$ cat src/rtl/param_datapath_pkg.sv
// Shared types and defaults for the parametrised register-file/ALU datapath.
package dp_pkg;

    localparam int DEF_WIDTH = 4;
    localparam int DEF_NREGS = 8;

    typedef enum logic [1:0] {
        ALU_ADD = 2'b00,
        ALU_SUB = 2'b01,
        ALU_AND = 2'b10,
        ALU_OR  = 2'b11
    } alu_op_e;

    typedef enum logic [1:0] {
        IDLE  = 2'b00,
        READ  = 2'b01,
        EXEC  = 2'b10,
        WRITE = 2'b11
    } seq_state_e;

    typedef enum logic [1:0] {
        D_IDLE  = 2'b00,
        D_PRESS = 2'b01,
        D_HELD  = 2'b10,
        D_REL   = 2'b11
    } deb_state_e;

endpackage

$ cat src/rtl/param_datapath_btn_debouncer.sv
// Push-button synchroniser and debounce FSM; emits one pulse per debounced
// press, and re-arms only after a debounced release.
module btn_debouncer
    import dp_pkg::*;
#(
    parameter int DEBOUNCE_CYCLES = 25000000
) (
    input  logic clk,
    input  logic rst_n,
    input  logic btn_i,
    output logic pulse_o
);

    localparam int CW = (DEBOUNCE_CYCLES > 2) ? $clog2(DEBOUNCE_CYCLES) : 1;
    localparam logic [CW-1:0] CNT_LAST = CW'(DEBOUNCE_CYCLES - 1);

    logic       sync1_q;
    logic       sync2_q;
    deb_state_e state_q;
    deb_state_e state_d;
    logic [CW-1:0] cnt_q;
    logic [CW-1:0] cnt_d;
    logic       pulse_q;
    logic       pulse_d;

    // Two-flop synchroniser for the asynchronous button level
    always_ff @(posedge clk or negedge rst_n) begin
        if (!rst_n) begin
            sync1_q <= 1'b0;
            sync2_q <= 1'b0;
        end else begin
            sync1_q <= btn_i;
            sync2_q <= sync1_q;
        end
    end

    // Debounce state, stability counter and pulse register
    always_ff @(posedge clk or negedge rst_n) begin
        if (!rst_n) begin
            state_q <= D_IDLE;
            cnt_q   <= '0;
            pulse_q <= 1'b0;
        end else begin
            state_q <= state_d;
            cnt_q   <= cnt_d;
            pulse_q <= pulse_d;
        end
    end

    // Next-state: any level change while counting restarts the count
    always_comb begin
        state_d = state_q;
        cnt_d   = cnt_q;
        case (state_q)
            D_IDLE: begin
                if (sync2_q) begin
                    state_d = D_PRESS;
                    cnt_d   = '0;
                end else begin
                    state_d = D_IDLE;
                end
            end
            D_PRESS: begin
                if (!sync2_q) begin
                    state_d = D_IDLE;
                    cnt_d   = '0;
                end else if (cnt_q == CNT_LAST) begin
                    state_d = D_HELD;
                    cnt_d   = '0;
                end else begin
                    cnt_d = cnt_q + CW'(1);
                end
            end
            D_HELD: begin
                if (!sync2_q) begin
                    state_d = D_REL;
                    cnt_d   = '0;
                end else begin
                    state_d = D_HELD;
                end
            end
            D_REL: begin
                if (sync2_q) begin
                    state_d = D_HELD;
                    cnt_d   = '0;
                end else if (cnt_q == CNT_LAST) begin
                    state_d = D_IDLE;
                    cnt_d   = '0;
                end else begin
                    cnt_d = cnt_q + CW'(1);
                end
            end
            default: begin
                state_d = D_IDLE;
                cnt_d   = '0;
            end
        endcase
    end

    // Output decode: pulse on the D_PRESS to D_HELD transition only
    always_comb begin
        pulse_d = 1'b0;
        if (state_q == D_PRESS && sync2_q && cnt_q == CNT_LAST) begin
            pulse_d = 1'b1;
        end else begin
            pulse_d = 1'b0;
        end
    end

    assign pulse_o = pulse_q;

endmodule

$ cat src/rtl/param_datapath.sv
// Button-driven register-file/ALU datapath: read, execute, writeback per press.
// Optional SAT_ARITH_EN makes add/sub saturate instead of wrapping.
module param_datapath
    import dp_pkg::*;
#(
    parameter  int WIDTH           = DEF_WIDTH,
    parameter  int NREGS           = DEF_NREGS,
    parameter  int DEBOUNCE_CYCLES = 25000000,
    localparam int AW              = $clog2(NREGS)
) (
    input  logic             clk,
    input  logic             reset,
    input  logic [WIDTH-1:0] ext_data,
    input  logic [AW-1:0]    addr_src1,
    input  logic [AW-1:0]    addr_src2,
    input  logic [AW-1:0]    addr_dest,
    input  logic             is_external,
    input  logic [1:0]       alu_sel,
    input  logic             push_button,
    output logic [WIDTH-1:0] rdd1,
    output logic [WIDTH-1:0] rdd2,
    output logic [WIDTH-1:0] result,
    output logic             zero,
    output logic             carry,
    output logic             busy,
    output logic             done
);

    logic             pulse_s;
    seq_state_e       state_q;
    seq_state_e       state_d;
    logic             cap_en_s;
    logic             rd_en_s;
    logic             ex_en_s;
    logic             wr_en_s;
    logic             busy_q;
    logic             busy_d;
    logic             done_q;
    logic             done_d;

    logic [AW-1:0]    src1_q;
    logic [AW-1:0]    src2_q;
    logic [AW-1:0]    dest_q;
    logic             ext_q;
    alu_op_e          op_q;
    logic [WIDTH-1:0] ext_data_q;

    logic [WIDTH-1:0] rf_q [NREGS];
    logic [WIDTH-1:0] rdd1_q;
    logic [WIDTH-1:0] rdd2_q;
    logic [WIDTH-1:0] result_q;
    logic             zero_q;
    logic             carry_q;

    logic [WIDTH:0]   sum_s;
    logic [WIDTH-1:0] alu_res_s;
    logic             alu_carry_s;

    btn_debouncer #(
        .DEBOUNCE_CYCLES(DEBOUNCE_CYCLES)
    ) u_deb (
        .clk    (clk),
        .rst_n  (reset),
        .btn_i  (push_button),
        .pulse_o(pulse_s)
    );

    // Sequencer state and handshake registers
    always_ff @(posedge clk or negedge reset) begin
        if (!reset) begin
            state_q <= IDLE;
            busy_q  <= 1'b0;
            done_q  <= 1'b0;
        end else begin
            state_q <= state_d;
            busy_q  <= busy_d;
            done_q  <= done_d;
        end
    end

    // Sequencer next state; pulses seen outside IDLE are simply dropped
    always_comb begin
        state_d = state_q;
        case (state_q)
            IDLE: begin
                if (pulse_s) begin
                    state_d = READ;
                end else begin
                    state_d = IDLE;
                end
            end
            READ:    state_d = EXEC;
            EXEC:    state_d = WRITE;
            WRITE:   state_d = IDLE;
            default: state_d = IDLE;
        endcase
    end

    // Sequencer output decode
    always_comb begin
        cap_en_s = (state_q == IDLE) && pulse_s;
        rd_en_s  = (state_q == READ);
        ex_en_s  = (state_q == EXEC);
        wr_en_s  = (state_q == WRITE);
        busy_d   = (state_d != IDLE);
        done_d   = (state_d == WRITE);
    end

    // Command capture at acceptance so switches may change mid-command
    always_ff @(posedge clk or negedge reset) begin
        if (!reset) begin
            src1_q     <= '0;
            src2_q     <= '0;
            dest_q     <= '0;
            ext_q      <= 1'b0;
            op_q       <= ALU_ADD;
            ext_data_q <= '0;
        end else if (cap_en_s) begin
            src1_q     <= addr_src1;
            src2_q     <= addr_src2;
            dest_q     <= addr_dest;
            ext_q      <= is_external;
            op_q       <= alu_op_e'(alu_sel);
            ext_data_q <= ext_data;
        end
    end

    // ALU with one extra bit so the MSB carries the carry/borrow
    always_comb begin
        sum_s       = '0;
        alu_res_s   = '0;
        alu_carry_s = 1'b0;
        case (op_q)
            ALU_ADD: begin
                sum_s       = {1'b0, rdd1_q} + {1'b0, rdd2_q};
                alu_res_s   = sum_s[WIDTH-1:0];
                alu_carry_s = sum_s[WIDTH];
            end
            ALU_SUB: begin
                sum_s       = {1'b0, rdd1_q} - {1'b0, rdd2_q};
                alu_res_s   = sum_s[WIDTH-1:0];
                alu_carry_s = sum_s[WIDTH];
            end
            ALU_AND: alu_res_s = rdd1_q & rdd2_q;
            ALU_OR:  alu_res_s = rdd1_q | rdd2_q;
            default: alu_res_s = '0;
        endcase
`ifdef SAT_ARITH_EN
        if (alu_carry_s && op_q == ALU_ADD) begin
            alu_res_s = '1;
        end else if (alu_carry_s && op_q == ALU_SUB) begin
            alu_res_s = '0;
        end else begin
            alu_res_s = alu_res_s;
        end
`endif
    end

    // Operand read, ALU status capture and register-file writeback
    always_ff @(posedge clk or negedge reset) begin
        if (!reset) begin
            for (int i = 0; i < NREGS; i++) begin
                rf_q[i] <= '0;
            end
            rdd1_q   <= '0;
            rdd2_q   <= '0;
            result_q <= '0;
            zero_q   <= 1'b0;
            carry_q  <= 1'b0;
        end else begin
            if (rd_en_s) begin
                rdd1_q <= rf_q[src1_q];
                rdd2_q <= rf_q[src2_q];
            end
            if (ex_en_s) begin
                result_q <= alu_res_s;
                zero_q   <= (alu_res_s == '0);
                carry_q  <= alu_carry_s;
            end
            if (wr_en_s) begin
                rf_q[dest_q] <= ext_q ? ext_data_q : result_q;
            end
        end
    end

    assign rdd1   = rdd1_q;
    assign rdd2   = rdd2_q;
    assign result = result_q;
    assign zero   = zero_q;
    assign carry  = carry_q;
    assign busy   = busy_q;
    assign done   = done_q;

endmodule
$ cat config.mk
export PLATFORM = sky130hd
export DESIGN_NAME = param_datapath
export DESIGN_NICKNAME = d
export VERILOG_FILES = /design/src/rtl/param_datapath_pkg.sv /design/src/rtl/param_datapath_btn_debouncer.sv /design/src/rtl/param_datapath.sv
export SDC_FILE = /design/constraint.sdc
export NUM_CORES = 1
export LEC_CHECK = 0
export CAP_MARGIN = 40
export CORE_ASPECT_RATIO = 1.25
export CORE_MARGIN = 2
export CORE_UTILIZATION = 40
export DETAILED_ROUTE_END_ITERATION = 6
export HOLD_SLACK_MARGIN = 0.08
export SLEW_MARGIN = 20
export SYNTH_ARGS = -nofsm -noshare
export SYNTH_HDL_FRONTEND = slang
export SYNTH_HIERARCHICAL = 1
export SYNTH_SLANG_ARGS = --single-unit
$ cat constraint.sdc
create_clock -name clk -period 2.7 [get_ports clk]
set_input_delay 0.54 -clock clk [delete_from_list [all_inputs] [get_ports clk]]
set_output_delay 0.54 -clock clk [all_outputs]
set_load 0.05 [all_outputs]
======== After elaboration in Yosys (flattened, before gate mapping) ========
Cells that the tools add are included.
operators by class
  $add $sub $neg .......................... 3
  $lt $le $gt $ge ......................... 4
  equality and inequality tests ........... 15
  multiplexer cells ....................... 28
  bitwise logic cells ..................... 5
  reductions and logical operators ........ 11
operator list
  kind                     number
  $mux W25                 5
  $pmux W25 S4             1
  $bwmux W32               1
  $add A25 B1 Y25 const B  1
  $eq A25 B25 Y1 const B   1
  $bmux W4 S3              2
  $mux W4                  6
  $pmux W2 S4              2
  $pmux W4 S4              1
  $eq A2 B2 Y1 const B     7
  $demux W4 S3             1
  $ge A4 B4 Y1 const B     3
  $not A3 Y4               3
  $mux W2                  4
  $eq A2 B1 Y1 const B     3
  $logic_not A2 Y1         3
  $add A4 B4 Y5            1
  $sub A4 B4 Y5            1
  $and A4 B4 Y4            1
  $logic_and A1 B1 Y1      4
  $logic_not A4 Y1         1
  $lt A4 B1 Y1 const B     1
  $mux W1                  4
  $or A4 B4 Y4             1
  7 further kinds          8
word-level totals
  bits in registers ....................... 96
  bits of input ports ..................... 19
  output and inout port bits .............. 16
  logic and storage cells ................. 93

======== Depth between registers and ports, before layout ========
Gate-level depths: netlist of the first run.
  word-level depth ........................ 6
  depth in mapped cells ................... 9

======== Modules after synthesis ========
Netlist of the first run, hierarchy kept.
by module, submodules not included
  module          instances  cells an instance  area each (µm²)  sequential area each (µm²)
  param_datapath  1          292                3468.3           1651.6
  btn_debouncer   1          170                1604.0           750.7

======== Least setup slack after synthesis of the first run ========
No wires, ideal clock.
  kind .................................... flip-flop to flip-flop
  start ................................... register rdd1_q[0] (netlist: rdd1[0])
  end ..................................... register zero_q (netlist: zero)
  setup time .............................. 0.096 ns
  arrival time ............................ 2.250 ns
  path slack .............................. 0.355 ns
  cell stages (with the launch flop) ...... 9
  path through ............................ dfrtp_1 inv_1 ha_1 inv_1 fa_1 mux4_2 nor2_1 nand2_1 o32ai_2
between the ends
  word-level cells in the longest chain between the ends .. 3
  elaborated cells between the ends (all ways) .. 6
  those cells by class .................... 2 x add/sub; 1 x mux; 2 x bitwise; 1 x reduce/logical
RTL lines
  item                                         RTL line               RTL
  start: declaration                           param_datapath.sv:49   logic [WIDTH-1:0] rdd1_q;
  start signal: assignment                     param_datapath.sv:172  rdd1_q <= rf_q[src1_q];
  $sub A4 B4 Y5, or another cell as far along  param_datapath.sv:140  sum_s = {1'b0, rdd1_q} - {1'b0, rdd2_q};
  $pmux W4 S4 *                                param_datapath.sv:133  case (op_q)
  $logic_not A4 Y1 *                           param_datapath.sv:177  zero_q <= (alu_res_s == '0);
  end signal: assignment                       param_datapath.sv:177
  end: declaration                             param_datapath.sv:52   logic zero_q;
Mark *: on every way between the ends. The rest lies on a longest branch, timed or not.
A chain may end at the register's enable or synchronous reset.

======== Final worst setup path of the first run ========
  start ................................... register rdd1_q[1] (netlist: rdd1[1])
  end ..................................... output rdd1[1]
RTL lines
  item              RTL line              RTL
  end: declaration  param_datapath.sv:20  output logic [WIDTH-1:0] rdd1,
No word-level cell between the ends.

==> results of run 1 <==
-- state kept, by name (all words and copies together), names as in the netlist, 2 cells and up, named ones only --
| register | flops |
|---|---|
| dest_q | 3 |
| ext_data_q | 4 |
| op_q | 2 |
| rdd1 | 4 |
| rdd2 | 4 |
| result | 4 |
| rf_q | 32 |
| src1_q | 3 |
| src2_q | 3 |
| state_q | 2 |
| u_deb/cnt_q | 25 |
-- cells in the final DEF (no fill, tap or decap), drive strengths merged, types with 6 or more instances in the layout --
cell type	Yosys	final
nand3	9	9
mux2	21	21
clkbuf	10	9
dfrtp	96	96
mux2i	15	15
clkdlybuf4s50	0	33
mux4	17	17
a31oi	6	6
nor3	10	10
a21o	7	7
inv	17	21
nand2	39	39
nand4	10	10
nor2	45	45
a21oi	34	34
ha	18	18
o21ai	29	29
-- metrics by stage --
stage / hold slack (ps) / worst slack, ps / std cells / power (mW) / area (sq um)
CTS: 217 / 409 / 662 / 2.89 / 5850
global placement: 354 / 592 / 644 / 1.65 / 5540
global route: 251 / 318 / 662 / 2.97 / 5850
finish: 206 / 428 / 662 / 2.85 / 5850
floorplan: 244 / 355 / 462 / 1.58 / 5070
detailed placement: 346 / 517 / 646 / 1.66 / 5560
-- kinds of logic (layout without fill, tap and decap cells) --
logic type | Yosys count | after routing | synth area share
AOI/OAI and AO/OA | 91 | 91 | 0.113
xor gates and xnor gates | 9 | 9 | 0.0155
adders and majority gates | 20 | 20 | 0.0523
buffers and inverters | 38 | 70 | 0.0318
DFF | 96 | 96 | 0.474
muxes | 53 | 53 | 0.152
and+or+nand+nor | 155 | 155 | 0.162
-- worst paths after layout --
kind,depth (start not counted),startpoint,slack (ps),end
max,1,rdd1[1],430,rdd1[1]
min,1,reset,210,u_deb/cnt_q[22]
max in group asynchronous,2,reset,1810,rdd2[2]
min reg2reg,0,u_deb/sync1_q,360,u_deb/sync2_q
max reg2reg,6,u_deb/cnt_q[0],490,u_deb/cnt_q[21]
min in group clk,0,u_deb/sync1_q,360,u_deb/sync2_q
-- where the power goes --
part	total, mW	internal, mW	switching [mW]	leakage [nW]
registers	1.49	1.45	0.0368	1.30
clock network	1.23	0.644	0.581	0.140
logic	0.137	0.0661	0.0705	1.10
total	2.85	2.16	0.689	2.53
-- final cells by class --
cell class / instances / share of cell area
clock buffers: 9 / 0.0385
clock inverters: 7 / 0.0105
inverters: 17 / 0.0109
multi-input cells: 328 / 0.429
flip-flops and latches: 96 / 0.411
well taps: 168 / 0.0360
repair buffers: 37 / 0.0638
-- layer usage --
metal	track usage	vias to the layer above	share of wire
li1	-	1726	-
met1	0.196	1730	0.41
met2	0.327	54	0.54
met3	0.0270	15	0.029
met4	0.0792	0	0.021
met5	0	-	0
==> impl_results.md, run 1 <==
* CP Cell Sequence: clkdlybuf4s50_1
* CP required at 2160 ps
* Final hold vios at 0
* FF/Latch Area at 0.00240 sq mm
* Worst Skew at 10.5 ps
* Clk Latency, worst-skew pair at 350 ps
* Most frequent cells after synthesis: dfrtp_1 (96), nor2_1 (45), nand2_1 (39)
* Layout cells sized above 1 at 0.164
* Num CTS Buffers at 9
* Pin count of the biggest net entering global routing at 51
* Worst Setup End Kind: output port
* # diodes at 0
* Max-Cap Viols at 0
* Warning count from the yosys run at 6
* H-tree level count at 3
* Worst path bufs/invs at 1
* Hold buffer count at CTS at 0
* Register area share after synthesis at 0.474
* Status: finished clean
* Power Dens Cells at 488 mW/mm^2
* Final slew viol count at 0
* Synth async-reset ratio at 1.00
* Initial Util at 0.404
* Final Cycle Share at 0.841
* Core Area at 0.0125 sq mm
* GPL Wtd Cong at 0.817
* Leak at ~2.5 nW
* Synth cell types at 59
* Grt total ovfl at 0
* Most common cell in the synthesized netlist: dfrtp_1
* First-pass GRT wire length at 18.6 mm
* # port buffers at 34
* I/O pin cnt at 35
* DRC Markers at 0
* Initial drt markers at roughly 130
* CP Max Fanout at 7
* Initial antenna violation count at 0
* Max Clk Rate at 0.440 GHz
* Fill count at ~1200
* Clock Sinks at between 90 and 100
* Post_cts resized at 0
* # setup viols final at 0
* Ys flop type: dfrtp_1
* Final net count at 528
* Top post-synthesis cells by area: dfrtp_1 (47%), mux4_2 (7.5%), mux2_2 (4.7%)
* Wire per inst at about 17 um
* Total Neg Setup Slack at 0 ps
* CP top delay family: buffers and inverters
* Worst-Margin Slew at 787 ps
* Hold Path Class: primary input to async pin
* Syn Inst Count at 462
* CTS Buffer Depth at 2
* Max-slew headroom at the worst pin at 0.460
* Die Wd at 105 um
* Worst setup path category: flop to output port
* Clk pin slew, worst setup/hold paths at 70 ps
* Flops & latches, synth at 96
* Chip height at 130 um
* Period minus WS final at 2270 ps
* VDD IR max at 0.286 mV
* Post-CTS setup buffers at 0
* Vias in the first global route at approximately 3600
* EDFF count, synth at 0
* Die area at 0.0136 sq mm
* Synthesized area per cell at 11.0 sq um
* Synth area leader: dfrtp_1
* Slowest CP cell: clkdlybuf4s50_1
* CP startpoint kind: flop
* Row count at 46
* CP arrival at 1730 ps
* Antenna viol nets, final at 0
* Unrepaired setup endpoints after global routing: false
* Routed vias at 3525
* HPWL after DPL at around 8 mm
* Synthesized area at about 0.005 sq mm
* Via/cell ratio at between 5 and 6
* Max incr delay on CP at about 870 ps
* GRT Util Overall at 0.174
* Root Driver: clkbuf_16
* CTS tree: done
* Syn_nets at 501
* Syn-to-layout area delta at 15.3%
* Final core occ at 0.466
* Drt total wl at 11.0 mm
* Area share of the largest cell type after synthesis at 0.474
* Pre-Repair DR Iteration Count at 4
* Multi-input gate area at 0.00251 sq mm
Note: power is estimated with default switching activity, not from simulation.
==> inputs of run 2 (changes only) <==
- clock period: 2.7 -> 2.1 ns (I/O delays scaled with it)
==> run 2 against run 1 <==
Effect of this change: global-route usage decreased by 0.060 points; hold slack got worse by 94 ps; die area unchanged; first-iteration DRC count increased by 72%; flip-flop and latch count unchanged; register-to-register slack got worse by 410 ps; power increased by 42%; highest routed layer unchanged.
==> impl_results.md, run 2 (synthesized netlist as in run 1, its figures left out) <==
* Status: finished clean
* Root Driver: clkbuf_16
* GPL Wtd Cong at 0.841 (+3.0%)
* Core Area at 0.0125 sq mm (unchanged)
* Max reg flops at 32 (unchanged)
* Layout cells sized above 1 at 0.212 (+0.0485)
* CP top delay family: buffers and inverters
* Initial antenna violation count at 0 (unchanged)
* Reg-to-reg endpoint: zero
* Clk Latency, worst-skew pair at 350 ps (about the same)
* CP arrival at 1620 ps (-110 ps)
* R2R setup slack at 80 ps (-410 ps)
* Period minus WS final at ~2000 ps
* Vias in the first global route at 3584 (-1.4%)
* Commonest non-fill, non-tap cell in the layout: dfrtp_1
* Antenna viol nets, final at 0 (unchanged)
* Worst path bufs/invs at 1 (unchanged)
* CTS Buffer Depth at 2 (unchanged)
* Worst setup path category: flop to output port
* Hold Slack at 111 ps (-94.3 ps)
* Syn-to-layout area delta at 20.1%
* DRC Markers at 0 (unchanged)
* Wire per inst at 16.8 um (+1.8%)
* Clock Sinks at 96 (unchanged)
* Met3 wire length at 381 um (+20%)
* Slowest CP cell: clkdlybuf4s50_1
* CP Cell Sequence: clkdlybuf4s50_1
* Die area at 0.0136 sq mm (unchanged)
* Clk pin slew, worst setup/hold paths at 70 ps (about the same)
* CP startpoint kind: flop
* Max-slew headroom at the worst pin at 0.545 (+0.0848)
* Final Cycle Share at 0.973
* Initial Util at 0.404 (unchanged)
* Final net count at 547 (+3.6%)
* CTS tree: done
* First-pass GRT wire length at 18.3 mm (-1.2%)
* Top reg by flops: rf_q
* Max-Cap Viols at 0 (unchanged)
* Via/cell ratio at 5.42 (+1.7%)
* HPWL after DPL at 8.25 mm (+0.26%)
* VDD IR max at 0.335 mV (+17%)
* # port buffers at 34 (unchanged)
* Biggest regs: rf_q: 32 flops, u_deb/cnt_q: 25 flops
* Final hold vios at 0 (unchanged)
* Unrepaired setup endpoints after global routing: true
* Row count at 46 (unchanged)
* H-tree level count at 3 (unchanged)
* I/O pin cnt at 35 (unchanged)
* GRT Util Overall at 0.174 (-0.000596)
* Power Dens Cells at 664 mW/mm^2 (+36%)
* Leak at 2.65 nW (+4.7%)
* Die Wd at 105 um (unchanged)
* Setup WS post-layout at 56.3 ps (-372 ps)
* Pre-Repair DR Iteration Count at 4 (unchanged)
* Drt total wl at 11.5 mm (+4.7%)
* Commonest cells after routing, fill and taps aside: dfrtp_1 (92), nor2_1 (43), nand2_1 (39)
* Total Neg Setup Slack at 0 ps (unchanged)
* FF-to-FF Start: rdd1[0]
* CP Max Fanout at 7 (unchanged)
* Worst Skew at 8.55 ps (-1.97 ps)
* Worst Setup End Kind: output port
* Max Used Layer: met4
* CP required at 1680 ps (-480 ps)
* Worst-Margin Slew at 663 ps (-124 ps)
* # setup viols final at 0 (unchanged)
* Chip height at 130 um (unchanged)
* Final slew viol count at 0 (unchanged)
* Place WS at 44.8 ps (-472 ps)
* # diodes at 0 (unchanged)
* Initial drt markers at 220 (+72%)
* Grt total ovfl at 0 (unchanged)
* Met1 WL at 4.99 mm (+11%)
* Pin count of the biggest net entering global routing at 97 (+90%)
* Hold Path Class: primary input to async pin
* Max incr delay on CP at 830 ps (-40 ps)
* Cells on worst reg2reg path at 8 (+2)
* Routed vias at 3689 (+4.7%)
* Num CTS Buffers at 9 (unchanged)
* Met2 WL at 5.92 mm (+0.37%)
* Max Clk Rate at 0.489 GHz
[run 2: worst max-delay path by stage]
stage          cells past startpoint    start  slack (ps)  endpoint
2_1_floorplan                      8  rdd1[0]         -20      zero
3_3_place_gp                       8  rdd1[0]          90      zero
3_5_place_dp                       8  rdd1[0]          40      zero
4_1_cts                            8  rdd1[0]          30      zero
5_1_grt                            8  rdd1[0]         -30      zero
6_report                           1  rdd1[1]          60   rdd1[1]
[run 2: timing repair]
action / CTS / global route
hold buffers: 0 / 0
hold endpoints to repair: 0 / 0
endpoints found under the setup margin: 0 / 12
buffers inserted: 0 / 3
gates resized for setup: 0 / 5
[run 2: area by class of cell]
| class | instances | area [sq um] |
|---|---|---|
| Sequential cell | 96 | 2410 |
| Fill cell | 1213 | 6460 |
| Timing Repair Buffer | 55 | 508 |
| Clock inverter | 7 | 125 |
| Clock buffer | 9 | 225 |
| Inverter | 17 | 63.8 |
| Multi-Input combinational cell | 329 | 2550 |
| Tap cell | 168 | 210 |
[run 2: per-layer routing]
metal	up-vias	global-route usage
li1	1769	-
met1	1821	0.213
met2	81	0.310
met3	18	0.0330
met4	0	0.0588
met5	-	0
[run 2: metrics by stage]
stage / std cells / util / area [sq um] / total power, mW
2_1_floorplan: 462 / - / 5090 / 2.03
3_3_place_gp: 661 / 0.453 / 5690 / 2.14
3_5_place_dp: 661 / 0.453 / 5690 / 2.14
4_1_cts: 677 / 0.481 / 6040 / 4.08
5_1_grt: 681 / 0.485 / 6090 / 4.17
6_report: 681 / 0.485 / 6090 / 4.04
[run 2: power by group]
part           internal (mW)  switching, mW  total, mW
clock network           1.18          0.753       1.93
logic                 0.0945         0.0946      0.189
registers               1.87         0.0516       1.92
==> inputs of run 3 (changes only) <==
- ABC_AREA: not set -> 0
- SYNTH_HIERARCHICAL: 1 -> not set
==> run 3 against run 2 <==
Effect of this change: flip-flop and latch count unchanged; global-route usage down 0.50 points; design area down 2.1%; combinational power up 8%; final cell count down 2.5%; critical path depth unchanged; non-clock buffer count down 3; synthesized area down 0.76%; largest cell class unchanged; fmax up 1.5%.
==> impl_results.md, run 3 <==
* Status: finished clean
* Synth area leader: dfrtp_1
* Launching element of the worst setup path: rdd1[3]
* Biggest regs: rf_q: 32 flops, u_deb.cnt_q: 25 flops
* Max Clk Rate at 0.497 GHz (+1.5%)
* Hold Path Class: flop to flop
* VDD IR max at 0.459 mV (+37%)
* Top reg by flops: rf_q
* First-pass GRT wire length at 17.8 mm (-2.8%)
* H-tree level count at 3 (unchanged)
* Ys flop type: dfrtp_1
* Row count at 45 (-2.2%)
* Worst-Margin Slew at 689 ps (+25.1 ps)
* # diodes at 0 (unchanged)
* CP top delay family: buffers and inverters
* Worst Setup End Kind: output port
* Flops & latches, synth at 96 (unchanged)
* Root Driver: clkbuf_16
* Synthesized area at 0.00503 sq mm (-0.76%)
* Synth cell types at 52 (-12%)
* Leak at 2.61 nW (-1.5%)
* Pre-Repair DR Iteration Count at 4 (unchanged)
* FF-to-FF Start: rdd1[0]
* Final hold vios at 0 (unchanged)
* Routed vias at 3609 (-2.2%)
* Final slew viol count at 0 (unchanged)
* # port buffers at 34 (unchanged)
* Final core occ at 0.488 (+0.00242)
* Total Neg Setup Slack at 0 ps (unchanged)
* Multi-input gate area at 0.00247 sq mm (-3.1%)
* CP Capture Point: rdd1[3]
* CTS Buffer Depth at 2 (unchanged)
* Clk Latency, worst-skew pair at 340 ps (about the same)
* Die Wd at 104 um (-0.37%)
* Worst path bufs/invs at 1 (unchanged)
* Most common cell in the synthesized netlist: dfrtp_1
* Num CTS Buffers at 9 (unchanged)
* Grt total ovfl at 0 (unchanged)
* GPL Wtd Cong at 0.859 (+2.1%)
* Worst setup path category: flop to output port
* CP Depth at 1 (unchanged)
* CP Cell Sequence: clkdlybuf4s50_1
* Layout cells sized above 1 at 0.182 (-0.0305)
* Synthesized area per cell at 10.9 sq um (-0.33%)
* Register area share after synthesis at 0.477 (+0.00365)
* Drt total wl at 10.9 mm (-5.0%)
* Die area at 0.0135 sq mm (-0.74%)
* Initial drt markers at 202 (-8.2%)
* Syn_nets at 499 (-0.40%)
* Vias in the first global route at 3560 (-0.67%)
* Final Cycle Share at 0.959 (-0.0142)
* Via/cell ratio at 5.44 (+0.34%)
* Syn-to-layout area delta at 18.4%
* Warning count from the yosys run at 0 (-6)
* HPWL after DPL at 7.82 mm (-5.3%)
* Clk pin slew, worst setup/hold paths at 60 ps (about the same)
* Antenna viol nets, final at 0 (unchanged)
* # setup viols final at 0 (unchanged)
* Pin count of the biggest net entering global routing at 40 (-59%)
* Most frequent cells after synthesis: dfrtp_1 (96), a21oi_1 (39), nand2_1 (39)
* I/O pin cnt at 35 (unchanged)
* Period minus WS final at 2010 ps (-29.8 ps)
* Fill count at 1119 (-7.7%)
* Syn Inst Count at 460 (-0.43%)
* Chip height at 129 um (-0.37%)
* R2R setup slack at 90 ps (about the same)
* Area share of the largest cell type after synthesis at 0.477 (+0.00365)
* Max-slew headroom at the worst pin at 0.528 (-0.0172)
* Slowest CP cell: clkdlybuf4s50_1
* Cells on worst reg2reg path at 6 (-2)
* CTS tree: done
* Commonest cells after routing, fill and taps aside: dfrtp_1 (90), nand2_1 (39), a21oi_1 (39)
* CP startpoint kind: flop
* Max incr delay on CP at 840 ps (about the same)
* Clock Sinks at 96 (unchanged)
* EDFF count, synth at 0 (unchanged)
* GRT Util Overall at 0.169 (-0.00499)
* Worst Skew at 5.20 ps (-3.35 ps)
* CP Max Fanout at 5 (-2)
* Synth async-reset ratio at 1.00 (unchanged)
* Commonest non-fill, non-tap cell in the layout: dfrtp_1
* Unrepaired setup endpoints after global routing: false
* FF/Latch Area at 0.00241 sq mm (+0.10%)
* CP required at 1680 ps (about the same)
* CP arrival at 1590 ps (-30 ps)
* Reg-to-reg endpoint: zero
* Core Area at 0.0122 sq mm (-2.6%)
* Initial antenna violation count at 0 (unchanged)
* Max reg flops at 32 (unchanged)
* Wire per inst at 16.4 um (-2.6%)
* Max-Cap Viols at 0 (unchanged)
* DRC Markers at 0 (unchanged)
* Final net count at 536 (-2.0%)
* Power Dens Cells at 648 mW/mm^2 (-2.3%)
* Top post-synthesis cells by area: dfrtp_1 (48%), mux4_2 (7.6%), mux2_2 (5.1%)
* Initial Util at 0.412 (+0.00771)
==> run 3: cell types whose count changed after synthesis, moves of 7 or more <==
cell / delta
a31oi_1: +11
nand3_1: +10
nand4_1: -7
nor2_1: -11
o21ai_0: -7
==> run 3: metal layers <==
layer,up-vias,global-route usage,share of wire
met5,-,0,0
met4,0,0.0779,0.025
met3,20,0.0332,0.035
met2,65,0.296,0.51
met1,1780,0.201,0.43
li1,1744,-,-
==> run 3: logic make-up after synthesis <==
kind of cell | synth area share
AND/OR/NAND/NOR | 0.147
AO/OA/AOI/OAI | 0.126
flip-flops | 0.477
multiplexers | 0.155
buffers and inverters | 0.0328
adder cells (fa/ha/maj) | 0.0527
XOR/XNOR | 0.00870
==> run 3: per-stage QoR <==
stage	total power [mW]	hold slack, ps	area [sq um]	setup slack [ps]	instances
2_1_floorplan	2.05	124	5040	-7.17	460
3_3_place_gp	2.16	339	5620	102	647
3_5_place_dp	2.17	344	5620	65.8	647
4_1_cts	3.91	358	5940	58.1	662
5_1_grt	4.02	368	5960	2.14	664
6_report	3.86	354	5960	86.1	664
==> run 3: where the power goes <==
part / internal [mW] / switching (mW)
Clock: 1.06 / 0.674
Combinational: 0.104 / 0.100
Sequential: 1.88 / 0.0515
==> run 3: area by class of cell <==
cell class	instances	area share
Timing Repair Buffer	52	0.0861
Inverter	14	0.00882
Clock buffer	10	0.0401
Multi-Input combinational cell	324	0.415
Tap cell	164	0.0344
Clock inverter	4	0.0118
Sequential cell	96	0.404
==> run 3: worst min path at each step <==
stage	startpoint	end	slack (ps)	cells past startpoint
2_1_floorplan	reset	async pin	120	0
3_3_place_gp	u_deb.sync1_q	u_deb.sync2_q	340	0
3_5_place_dp	u_deb.sync1_q	u_deb.sync2_q	340	0
4_1_cts	u_deb.sync1_q	u_deb.sync2_q	360	0
5_1_grt	u_deb.sync1_q	u_deb.sync2_q	370	0
6_report	u_deb.sync1_q	u_deb.sync2_q	350	0
==> run 3: what timing repair did <==
action / 4_1_cts / 5_1_grt
setup endpoints to repair: 0 / 2
hold endpoints to repair: 22 / 0
resized for setup: 0 / 1
buffers inserted: 0 / 2
hold buffers: 1 / 0
==> patch: new RTL, config.mk and constraints of run 2 <==
`DEBOUNCE_CYCLES` is set to 25000000 in 2 places; all go to 12500000.
--- a/src/rtl/param_datapath_btn_debouncer.sv
+++ b/src/rtl/param_datapath_btn_debouncer.sv
@@ -5,3 +5,3 @@
 #(
-    parameter int DEBOUNCE_CYCLES = 25000000
+    parameter int DEBOUNCE_CYCLES = 12500000
 ) (
--- a/src/rtl/param_datapath.sv
+++ b/src/rtl/param_datapath.sv
@@ -7,3 +7,3 @@
     parameter  int NREGS           = DEF_NREGS,
-    parameter  int DEBOUNCE_CYCLES = 25000000,
+    parameter  int DEBOUNCE_CYCLES = 12500000,
     localparam int AW              = $clog2(NREGS)
Function: same outputs for any inputs over 10 cycles, from zero or initial values and one cycle with reset low; that may be too few to reach the edited logic, so the function may still have changed.
==> patch against run 2 <==
- critical path depth rose by 7
- total power fell by 7.6%
- sequential cell count decreased by 1
- synthesized area up 0.72%
- wire length down 6.2%
- largest power group is now sequential cells
- sequential share of layout area increased by 0.085 points
- worst setup slack got worse by 0.036 ns
- final area is 1.3% lower
- maximum frequency decreased by 1.7%
==> patch: results (changes against run 2) <==
wire length per cell=16.2 um (-4.1%); first-pass GRT wire length=17.6 mm (-4.0%); I/O Buffers=34 (unchanged); Synth area leaders=dfrtp_1 (47%), mux4_2 (7.5%), ha_1 (4.7%); post-synthesis cell type count=69 (+17%); pre-CTS WS=-0.00634 ns (-0.0511 ns); hold crit path type=flip-flop to flip-flop; syn_nets=492 (-1.8%); ANT cells=0 (unchanged); dpl hpwl=7.89 mm (-4.4%); Setup Skew=0.0127 ns (+0.00411 ns); Synth warnings=6 (unchanged); CTS Buffer Depth=2 (unchanged); clk slew on worst S/H paths=0.07 ns (about the same); Root Driver=clkbuf_16; reg2reg start=rdd1[0]; Seq/Total Area, Yosys=46.5% (-0.83 points); routability cong.=0.883 (+5.0%); crit path max fanout=4 (-3); layout cells sized above 1=22.5% (+1.2 points); Psw=0.000943 W (+4.9%); Max-Slew Margin vs Limit=50.3% (-4.2 points); largest net degree at the start of global routing=44 (-55%); Peak VDD IR=331 uV (-1.3%); nets=533 (-2.6%); crit path max-delay cell type=mux4_2; CP Launch Type=flip-flop; Crit path largest cell delay=0.50 ns (-0.33 ns); commonest cells in the netlist=dfrtp_1 (95), nor2_1 (41), a21oi_1 (38), nand2_1 (30), o21ai_0 (24); status=finished clean; Fillers=1146 (-5.5%); via count=3526 (-4.4%); Starting DRT DRC Count=140 (-36%); largest registers=rf_q x32, u_deb/cnt_q x24; Placed Area=5680 um^2 (-0.15%); leak pwr=2.64 nW (-0.51%); reg2reg path depth=8 (unchanged); CP delay by family, top=adder cells; number of global-route vias before repair=3422 (-4.5%); Tot GR Track Use=16.5% (-0.91 points)
[patch: cell count changes after synthesis, moves of 3 or more]
cell,before,now
xor2_1,4,7
a21o_1,6,2
a21oi_1,34,38
nor2_1,45,41
nand2_1,39,30
nor4_1,4,0
inv_1,16,19
nand3_1,9,12
clkbuf_1,10,7
o21ai_0,28,24
a31oi_1,6,9
[patch: final timing paths]
check,end,slack [ns]
setup / recovery,zero,0.02
hold / removal,u_deb/sync2_q,0.37
setup reg to reg,zero,0.02
hold reg to reg,u_deb/sync2_q,0.37
max in group asynchronous,rf_q[1],0.88
min in group asynchronous,u_deb/cnt_q[16],0.59
[patch: timing repair]
action	in CTS	in global routing
hold buffers	1	0
buffers inserted	1	1
gates resized for setup	0	5
endpoints found under the hold margin	4	0
setup endpoints to repair	1	4
[patch: metrics by stage]
step / power, W / setup TNS, ns / util, % / instances
floorplan: 0.00203 / -0.0177 / - / 452
global placement: 0.00214 / 0 / 45.1 / 647
detailed placement: 0.00214 / -0.00634 / 45.1 / 647
CTS: 0.00377 / 0 / 47.6 / 665
global route: 0.00388 / -0.0561 / 47.7 / 666
finish: 0.00374 / 0 / 47.7 / 666
[patch: area by class of cell]
cell class | count | area [um^2] | share of cell area [%]
Clock inverter | 7 | 75.1 | 1.25
Tap cell | 168 | 210 | 3.49
Timing Repair Buffer | 50 | 480 | 7.99
Multi-Input combinational cell | 317 | 2570 | 42.7
Clock buffer | 9 | 225 | 3.74
Sequential cell | 95 | 2380 | 39.6
Inverter | 20 | 75.1 | 1.25
[patch: layer usage]
| metal | share of wire, % | GRT usage, % |
|---|---|---|
| met5 | 0 | 0 |
| met4 | 1.6 | 5.73 |
| met3 | 3.7 | 3.50 |
| met2 | 49 | 26.5 |
| met1 | 46 | 22.2 |
[patch: cell families after synthesis]
family	count (synthesis)	share of synthesized area (%)
AOI/OAI and AO/OA	92	11.5
and+or+nand+nor	139	15.8
adders and majority gates	21	5.44
buffers and inverters	40	3.53
xor gates and xnor gates	12	2.06
DFF	95	46.5
muxes	53	15.2
[patch: power groups by stage]
stage | Combinational (W) | Clock [W] | Sequential (W)
6_report | 0.000190 | 0.00163 | 0.00191
5_1_grt | 0.000212 | 0.00175 | 0.00192
4_1_cts | 0.000194 | 0.00166 | 0.00191
3_5_place_dp | 0.000193 | 0 | 0.00195
3_3_place_gp | 0.000188 | 0 | 0.00195
2_1_floorplan | 0.000129 | 0 | 0.00190
